--- src/rtl/openhw_fetchalign_if.sv ---
// Fetch-side and decode-side signals of the fetch-alignment buffer, plus redirect and occupancy.
// The slave modport is the buffer's view. The master modport is the view of whatever drives it.
interface openhw_fetchalign_if #(
  parameter int XLEN      = 64,
  parameter int FETCHBITS = 64,
  parameter int QDEPTH    = 16
);
  logic                     FlushD;
  logic [XLEN-1:0]          FlushPC;
  logic                     FetchValid;
  logic                     FetchReady;
  logic [FETCHBITS-1:0]     FetchData;
  logic                     FetchFault;
  logic                     InstrValid;
  logic                     InstrReady;
  logic [31:0]              InstrRaw;
  logic                     CompressedF;
  logic                     InstrFault;
  logic [XLEN-1:0]          InstrPC;
  logic [$clog2(QDEPTH):0]  Count;

  modport master (
    output FlushD, FlushPC, FetchValid, FetchData, FetchFault, InstrReady,
    input  FetchReady, InstrValid, InstrRaw, CompressedF, InstrFault, InstrPC, Count
  );

  modport slave (
    input  FlushD, FlushPC, FetchValid, FetchData, FetchFault, InstrReady,
    output FetchReady, InstrValid, InstrRaw, CompressedF, InstrFault, InstrPC, Count
  );
endinterface

--- src/rtl/openhw_fetchalign.sv ---
// Halfword queue that realigns fetch blocks into one 16/32-bit instruction per cycle. A block accepted at edge N is visible in cycle N+1.
// FetchReady drops when fewer than one block of free slots remain, or a fault is pending. Decode stalls through InstrReady.
module openhw_fetchalign #(
  parameter int XLEN      = 64,
  parameter int FETCHBITS = 64,
  parameter int QDEPTH    = 16
) (
  input logic                clk,
  input logic                reset,
  openhw_fetchalign_if.slave bus
);
  localparam int H  = FETCHBITS / 16;
  localparam int HW = $clog2(H);
  localparam int PW = $clog2(QDEPTH);
  localparam logic [PW:0] QD = (PW+1)'(QDEPTH);
  localparam logic [PW:0] HC = (PW+1)'(H);
  localparam logic [PW:0] C1 = (PW+1)'(1);
  localparam logic [PW:0] C2 = (PW+1)'(2);

  logic [15:0]     r_q [QDEPTH];
  logic [PW-1:0]   r_head;
  logic [PW-1:0]   r_tail;
  logic [PW:0]     r_count;
  logic [XLEN-1:0] r_pc;
  logic [HW-1:0]   r_drop;
  logic            r_fault;

  logic [PW-1:0]   w_head1;
  logic [15:0]     w_h0;
  logic [15:0]     w_h1;
  logic            w_is32;
  logic            w_cvalid;
  logic            w_ready;
  logic            w_pop;
  logic            w_acc;
  logic            w_push;
  logic [PW:0]     w_pop_n;
  logic [PW:0]     w_push_n;
  logic [31:0]     w_raw;

  assign w_head1 = r_head + PW'(1);
  assign w_h0    = r_q[r_head];
  assign w_h1    = r_q[w_head1];
  assign w_is32  = (w_h0[1:0] == 2'b11);
  // A 32-bit head with only one halfword held waits for its second block.
  assign w_cvalid = w_is32 ? (r_count >= C2) : (r_count != '0);
  assign w_ready  = !r_fault && ((QD - r_count) >= HC);

  assign w_pop    = w_cvalid && bus.InstrReady && !bus.FlushD;
  assign w_pop_n  = !w_pop ? '0 : (w_is32 ? C2 : C1);
  assign w_acc    = bus.FetchValid && w_ready && !bus.FlushD;
  assign w_push   = w_acc && !bus.FetchFault;
  assign w_push_n = w_push ? (HC - (PW+1)'(r_drop)) : '0;

  assign w_raw = !w_cvalid ? 32'h0 : (w_is32 ? {w_h1, w_h0} : {16'h0, w_h0});

  assign bus.FetchReady  = w_ready;
  assign bus.InstrValid  = w_cvalid || r_fault;
  assign bus.InstrFault  = !w_cvalid && r_fault;
  assign bus.InstrRaw    = w_raw;
  assign bus.CompressedF = (w_raw[1:0] != 2'b11);
  assign bus.InstrPC     = r_pc;
  assign bus.Count       = r_count;

  always_ff @(posedge clk or posedge reset) begin
    if (reset) begin
      r_head  <= '0;
      r_tail  <= '0;
      r_count <= '0;
      r_pc    <= '0;
      r_drop  <= '0;
      r_fault <= 1'b0;
    end else if (bus.FlushD) begin
      r_head  <= '0;
      r_tail  <= '0;
      r_count <= '0;
      r_pc    <= bus.FlushPC;
      r_drop  <= bus.FlushPC[HW:1];
      r_fault <= 1'b0;
    end else begin
      r_head  <= r_head + PW'(w_pop_n);
      r_tail  <= r_tail + PW'(w_push_n);
      r_count <= r_count + w_push_n - w_pop_n;
      r_pc    <= r_pc + (XLEN'(w_pop_n) << 1);
      if (w_push)
        r_drop <= '0;
      // The fault stays at the head until a redirect clears it.
      if (w_acc && bus.FetchFault)
        r_fault <= 1'b1;
    end
  end

  // Storage needs no reset: Count gates every read.
  always_ff @(posedge clk) begin
    if (w_push) begin
      for (int i = 0; i < H; i++) begin
        if (HW'(i) >= r_drop)
          r_q[r_tail + PW'(i) - PW'(r_drop)] <= bus.FetchData[16*i +: 16];
      end
    end
  end
endmodule

--- src/flat_wrapper.sv ---
// flat-port wrapper written by rule: the top's interface ports become plain ports
module openhw_fetchalign_flat 
#(
  parameter int XLEN      = 64,
  parameter int FETCHBITS = 64,
  parameter int QDEPTH    = 16
)
  (clk, reset, bus_FlushD, bus_FlushPC, bus_FetchValid, bus_FetchData, bus_FetchFault, bus_InstrReady, bus_FetchReady, bus_InstrValid, bus_InstrRaw, bus_CompressedF, bus_InstrFault, bus_InstrPC, bus_Count);
  openhw_fetchalign_if #(.XLEN(XLEN), .FETCHBITS(FETCHBITS), .QDEPTH(QDEPTH)) bus_i ();
  input logic clk;
  input logic reset;
  input wire logic [$bits(bus_i.FlushD)-1:0] bus_FlushD;
  input wire logic [$bits(bus_i.FlushPC)-1:0] bus_FlushPC;
  input wire logic [$bits(bus_i.FetchValid)-1:0] bus_FetchValid;
  input wire logic [$bits(bus_i.FetchData)-1:0] bus_FetchData;
  input wire logic [$bits(bus_i.FetchFault)-1:0] bus_FetchFault;
  input wire logic [$bits(bus_i.InstrReady)-1:0] bus_InstrReady;
  output wire logic [$bits(bus_i.FetchReady)-1:0] bus_FetchReady;
  output wire logic [$bits(bus_i.InstrValid)-1:0] bus_InstrValid;
  output wire logic [$bits(bus_i.InstrRaw)-1:0] bus_InstrRaw;
  output wire logic [$bits(bus_i.CompressedF)-1:0] bus_CompressedF;
  output wire logic [$bits(bus_i.InstrFault)-1:0] bus_InstrFault;
  output wire logic [$bits(bus_i.InstrPC)-1:0] bus_InstrPC;
  output wire logic [$bits(bus_i.Count)-1:0] bus_Count;
  assign bus_i.FlushD = bus_FlushD;
  assign bus_i.FlushPC = bus_FlushPC;
  assign bus_i.FetchValid = bus_FetchValid;
  assign bus_i.FetchData = bus_FetchData;
  assign bus_i.FetchFault = bus_FetchFault;
  assign bus_i.InstrReady = bus_InstrReady;
  assign bus_FetchReady = bus_i.FetchReady;
  assign bus_InstrValid = bus_i.InstrValid;
  assign bus_InstrRaw = bus_i.InstrRaw;
  assign bus_CompressedF = bus_i.CompressedF;
  assign bus_InstrFault = bus_i.InstrFault;
  assign bus_InstrPC = bus_i.InstrPC;
  assign bus_Count = bus_i.Count;
  openhw_fetchalign #(.XLEN(XLEN), .FETCHBITS(FETCHBITS), .QDEPTH(QDEPTH)) u_core (.clk(clk), .reset(reset), .bus(bus_i));
endmodule
--- config.mk ---
export PLATFORM = sky130hd
export DESIGN_NAME = openhw_fetchalign_flat
export DESIGN_NICKNAME = d
export VERILOG_FILES = /design/src/rtl/openhw_fetchalign_if.sv /design/src/rtl/openhw_fetchalign.sv /design/src/flat_wrapper.sv
export SDC_FILE = /design/constraint.sdc
export NUM_CORES = 2
export LEC_CHECK = 0
export ABC_CLOCK_PERIOD_IN_PS = 8200
export CAP_MARGIN = 20
export CORE_MARGIN = 2
export CORE_UTILIZATION = 45
export CTS_CLUSTER_DIAMETER = 120
export DETAILED_ROUTE_END_ITERATION = 7
export GPL_TIMING_DRIVEN = 0
export PLACE_DENSITY = 0.66
export SYNTH_ARGS = -nofsm -noshare
export SYNTH_HDL_FRONTEND = slang
export SYNTH_SLANG_ARGS = --single-unit
--- constraint.sdc ---
create_clock -name clk -period 8.2 [get_ports clk]
set_input_delay 2.46 -clock clk [delete_from_list [all_inputs] [get_ports clk]]
set_output_delay 2.46 -clock clk [all_outputs]
set_load 0.05 [all_outputs]
; After elaboration in Yosys (flattened, before gate mapping)
; Memory sizes are Yosys's and may differ from the RTL's.
; Cells that the tools add are included.
; Widths: inputs -> output; s select.
[totals]
out_inout_bits = 105
ff_bits = 80
memories = 1
ram_bits = 256
inputBits = 134
[op_classes]
addsub = 15
n_reduce_logical = 16
order_cmp = 6
muxes = 26
eq_ne = 2
[memory_table]
columns = name, depth, width, rd, rd_ports_with_merged_regs, wr, line
row1 = u_core.r_q, 16, 16, 2, 0, 4, openhw_fetchalign.sv:20  ; logic [15:0] r_q [QDEPTH];
[ops]
columns = op, n
row1 = $add 64x6->64, 1
row2 = $mux 32, 2
row3 = $mux 64, 1
row4 = $sub 4x2->4, 4
row5 = $mux 1, 15
row6 = $mux 5, 3
row7 = $add 4x1->4 const B, 2
row8 = $add 4x2->4 const B, 2
row9 = $add 4x4->4, 2
row10 = $logic_and 1x1->1, 8
row11 = $mux 4, 2
row12 = $mux 2, 3
row13 = $add 5x5->5, 1
row14 = $ge 5x2->1 const B, 1
row15 = $ge 5x3->1 const B, 1
row16 = $reduce_bool 5->1, 1
row17 = $sub 5x5->5, 1
row18 = $sub 5x5->5 const A, 1
row19 = $ge 1x2->1 const A, 2
row20 = $ge 2x2->1 const A, 2
row21 = $logic_not 1->1, 4
row22 = $reduce_bool 2->1, 2
row23 = $sub 3x2->4 const A, 1
row24 = $eq 2x2->1 const B, 1
row25 = 2 further kinds, 2

; Longest topological paths before layout
[logic_depth]
depth_word = 10
mapped_depth = 15
ltp_nobuf = 13

; Least setup slack after synthesis
; No wires, ideal clock.
[synth_path]
path_kind = register to output
start = register u_core.r_head[1]
end = output bus_InstrRaw[23]
n_path_buf = 3
slack_ns = 2.349
arrival_ns = 3.391
path_stages_with_launch = 9
t_required_ns = 5.740
cell_sequence = dfrtp_1 -> clkbuf_1 -> mux4_2 -> a22oi_1 -> nand2_1 -> clkbuf_1 -> nand3_1 -> clkbuf_1 -> a211oi_1
[synth_between]
elab_chain_cells = 4
word_cells_on_any_way = 6
cone_classes = 1 x add/sub / 1 x eq/ne / 3 x mux / 1 x memory
[synth_lines]
columns = item, line
row1 = from (decl), openhw_fetchalign.sv:21  ; logic [PW-1:0] r_head;
row2 = from (signal assigned), openhw_fetchalign.sv:81  ; r_head <= r_head + PW'(w_pop_n);
row3 = $add 4x1->4 / $mem_v2 16x16 (equally long branches), n/a
row4 = $mem_v2 16x16 *, n/a
row5 = $mux 32 / $mux 1 (equally long branches), "openhw_fetchalign.sv:55, openhw_fetchalign.sv:46"
row6 = $mux 32 *, openhw_fetchalign.sv:55  ; assign w_raw = !w_cvalid ? 32'h0 : (w_is32 ? {w_h1, w_h0} : {16'h0, w_h0});
row7 = to (decl), flat_wrapper.sv:20  ; output wire logic [$bits(bus_i.InstrRaw)-1:0] bus_InstrRaw;
; Mark *: on every way between the ends. The rest lies on a longest branch, timed or not.

; Worst setup path after layout
[layout_path]
start = register u_core.r_head[1]
end = output bus_InstrRaw[30]
; The elaborated chain is that of the path after synthesis.

==> impl_metrics.ini <==
[critical_path]
worst_ep_required_time_ps = 5740
critPathBufInv = 4
crit_path_start_kind = flop
critPathCaptureType = output pin
worst_path_most_repeated_cell = clkbuf_1
critPathKind = flop to output pin
critPathMaxFanout = 10
critPathMaxStageDelay_ps = 900
cp_slowest_cell = clkdlybuf4s50_1
crit_arrival_ps = 5750
critPathTopFamily = buffers and inverters
path_cells = clkdlybuf4s15_1 -> mux4_2 -> a22oi_1 -> nand2_1 -> clkbuf_1 -> nand3_1 -> clkbuf_1 -> a211oi_1 -> clkdlybuf4s50_1

[yosys]
synth_edf_count = 256
ys.flop_type = edfxtp_1
synth_area_um2 = 26200
synth_area_leaders = edfxtp_1 29%, mux4_2 11%, dfrtp_1 7.6%, o21ai_0 4.8%, o2bb2ai_1 4.8%
synthCells = 2651
synth_seq_area_share = 0.3699
synth_nets = 2822
ys_async_sr_fraction = 0.2381
syn_avg_cell_area_um2 = 9.882
ys_ff_latch = 336
synth.cells.most_frequent = 256 x edfxtp_1, 252 x o21ai_0, 240 x clkbuf_1
yosysMostFrequentCell = edfxtp_1
synth.distinct_cells = 68
synth_warnings = 0
yosysTopAreaCellShare = 0.2935
yosys.area.top_type = edfxtp_1

[pwr]
fin_total_pwr_w = 0.007410
peakVddDrop_mv = 0.2616
p_per_area_nw_per_um2 = 237.4
leakagePower_nw = 10.40

[status]
status = finished, violations left
violations = setup timing

[final_layout]
drive_gt1_frac = 0.1144
layout.nets = 3117
final_cell_area_um2 = 31210
syn_to_final_growth_pct = 19.15

[global_route]
antenna_found_initial = 6
grt_pass1_vias = 26340
grt_usage = 0.4567
grt_max_degree = 70
overflow = 0
grt_pass1_wl_um = 195200

[clock_network]
root_buffer = clkbuf_16
cts_tree = yes
path_clk_slew_ps = 60
clock_latency_ps = 610
clock_sinks = 336
holdBufCountCts = 0
cts_made_buffers = 43
htreeDepth = 2
cts_buffer_depth = 3

[die]
dieWidth_um = 245.3
pin_count = 239
core_um2 = 57590
die_h_um = 245.3
start_util = 0.4549
rows = 88
die-area_um2 = 60160

[sta]
holdWs_ps = 513.8
hold_viol = 0
fin_ws_ps = -6.411
final-setup-viol-count = 1
slew_headroom = 0.1184
max_freq_ghz = 0.1219
fin_setup_tns_ps = -6.411
fin_crit_sh = 1.001
fin_skew_ps = 19.19
worst_pin_slew_ps = 1322
drv_slew = 0
rsz0062_at_grt = false
period_needed_ps = 8206

[route]
first_pass_iters = 8
vias = 27980
drtIter0Drc = 5025
routed_wl_um = 139900
drcViolationCount = 0
vias_per_cell = 7.467
postRouteAntennaNets = 0
wl_per_cell_um = 37.33

[placed_design]
hpwl_um = 111500
gp_congestion = 1.057
post-place-ws_ps = 918.7
placed_area_um2 = 29790
io_buffers = 222

[hold_path]
hp-class = flop to flop

[flow_run]
drv_cap = 0
[cell type report]
| cell class | instances | area (um2) |
|---|---|---|
| Multi-Input combinational cell | 1938 | 15070 |
| Timing Repair Buffer | 250 | 2587 |
| Clock inverter | 16 | 115.1 |
| Antenna cell | 2 | 5.005 |
| Buffer | 331 | 1368 |
| Clock buffer | 63 | 1242 |
| Sequential cell | 336 | 9689 |
| Inverter | 46 | 175.2 |
| Fill cell | 5172 | 26370 |
| Tap cell | 765 | 957.2 |
[worst paths after layout]
path / start / to / slack, ps / cells after the start
worst max-delay path: u_core.r_head[1] / bus_InstrRaw[30] / -6 / 9
worst min-delay path: u_core.bus.InstrPC[0] / u_core.bus.InstrPC[0] / 510 / 1
worst max register to register: u_core.r_head[1] / u_core.bus.InstrPC[57] / 1320 / 16
worst min register to register: u_core.bus.InstrPC[0] / u_core.bus.InstrPC[0] / 510 / 1
max in group asynchronous: reset / u_core.bus.InstrPC[41] / 5460 / 3
min in group asynchronous: reset / u_core.bus.Count[4] / 2130 / 2
[repair_timing]
item,CTS,global route
endpoints found under the hold margin,0,0
buffers inserted,0,0
resized for setup,0,2
setup endpoints to repair,0,3
[stage by stage]
stage | cells | utilization
after floorplan | 2651 | -
after CTS | 3741 | 0.5408
after global routing | 3746 | 0.5420
final | 3747 | 0.5420
after detailed placement | 3662 | 0.5173
after global placement | 3638 | 0.5101
[report_power, final]
| group | switching [W] | internal, W |
|---|---|---|
| clock network | 0.000823 | 0.00106 |
| logic | 0.00243 | 0.00103 |
| registers | 0.000111 | 0.00195 |
| total | 0.00337 | 0.00404 |
[cells by family after synthesis]
| family | count (synthesis) | share of synthesized area |
|---|---|---|
| AOI/OAI and AO/OA | 968 | 0.2691 |
| and+or+nand+nor | 727 | 0.1427 |
| buffers and inverters | 377 | 0.05856 |
| DFF | 336 | 0.3699 |
| muxes | 151 | 0.1190 |
| xor gates and xnor gates | 55 | 0.02059 |
| adders and majority gates | 37 | 0.02025 |
[placed cells by master, fill, tap and decap left out, types with 18 or more instances in the layout]
cell             count
edfxtp_1           256
xor2_1              34
inv_1               44
buf_2               48
mux2i_1             20
o21ai_0            248
clkbuf_1           251
mux4_2             128
clkbuf_16           44
nor2_1             181
a211oi_1            97
nor2b_1             30
or4_1               21
a221oi_1           131
nand2_1            213
or2_2               18
o22ai_1             23
buf_1               32
and2_1              27
dfrtp_1             80
a31oi_1             81
ha_1                28
clkdlybuf4s50_1    222
o31ai_1            121
nand3_1             53
nand4_1             38
and3_1              49
o2bb2ai_1          144
o211a_1             61
[sequential cells by signal, indices dropped and copies added (netlist names)]
register,cells
u_core.r_q,256
u_core.bus.InstrPC,64
u_core.r_fault,1
u_core.r_tail,4
u_core.r_head,4
u_core.r_drop,2
u_core.bus.Count,5
[metal layers]
layer  vias to the layer above  part of all wire  track usage
met1                     13690              0.37       0.5953
met4                         6             0.051       0.1899
met2                      2627              0.42       0.6643
met3                       486              0.16       0.1939
li1                      11170                 -            -
met5                         -           0.00024            0
Note: power is estimated with default switching activity, not from simulation.
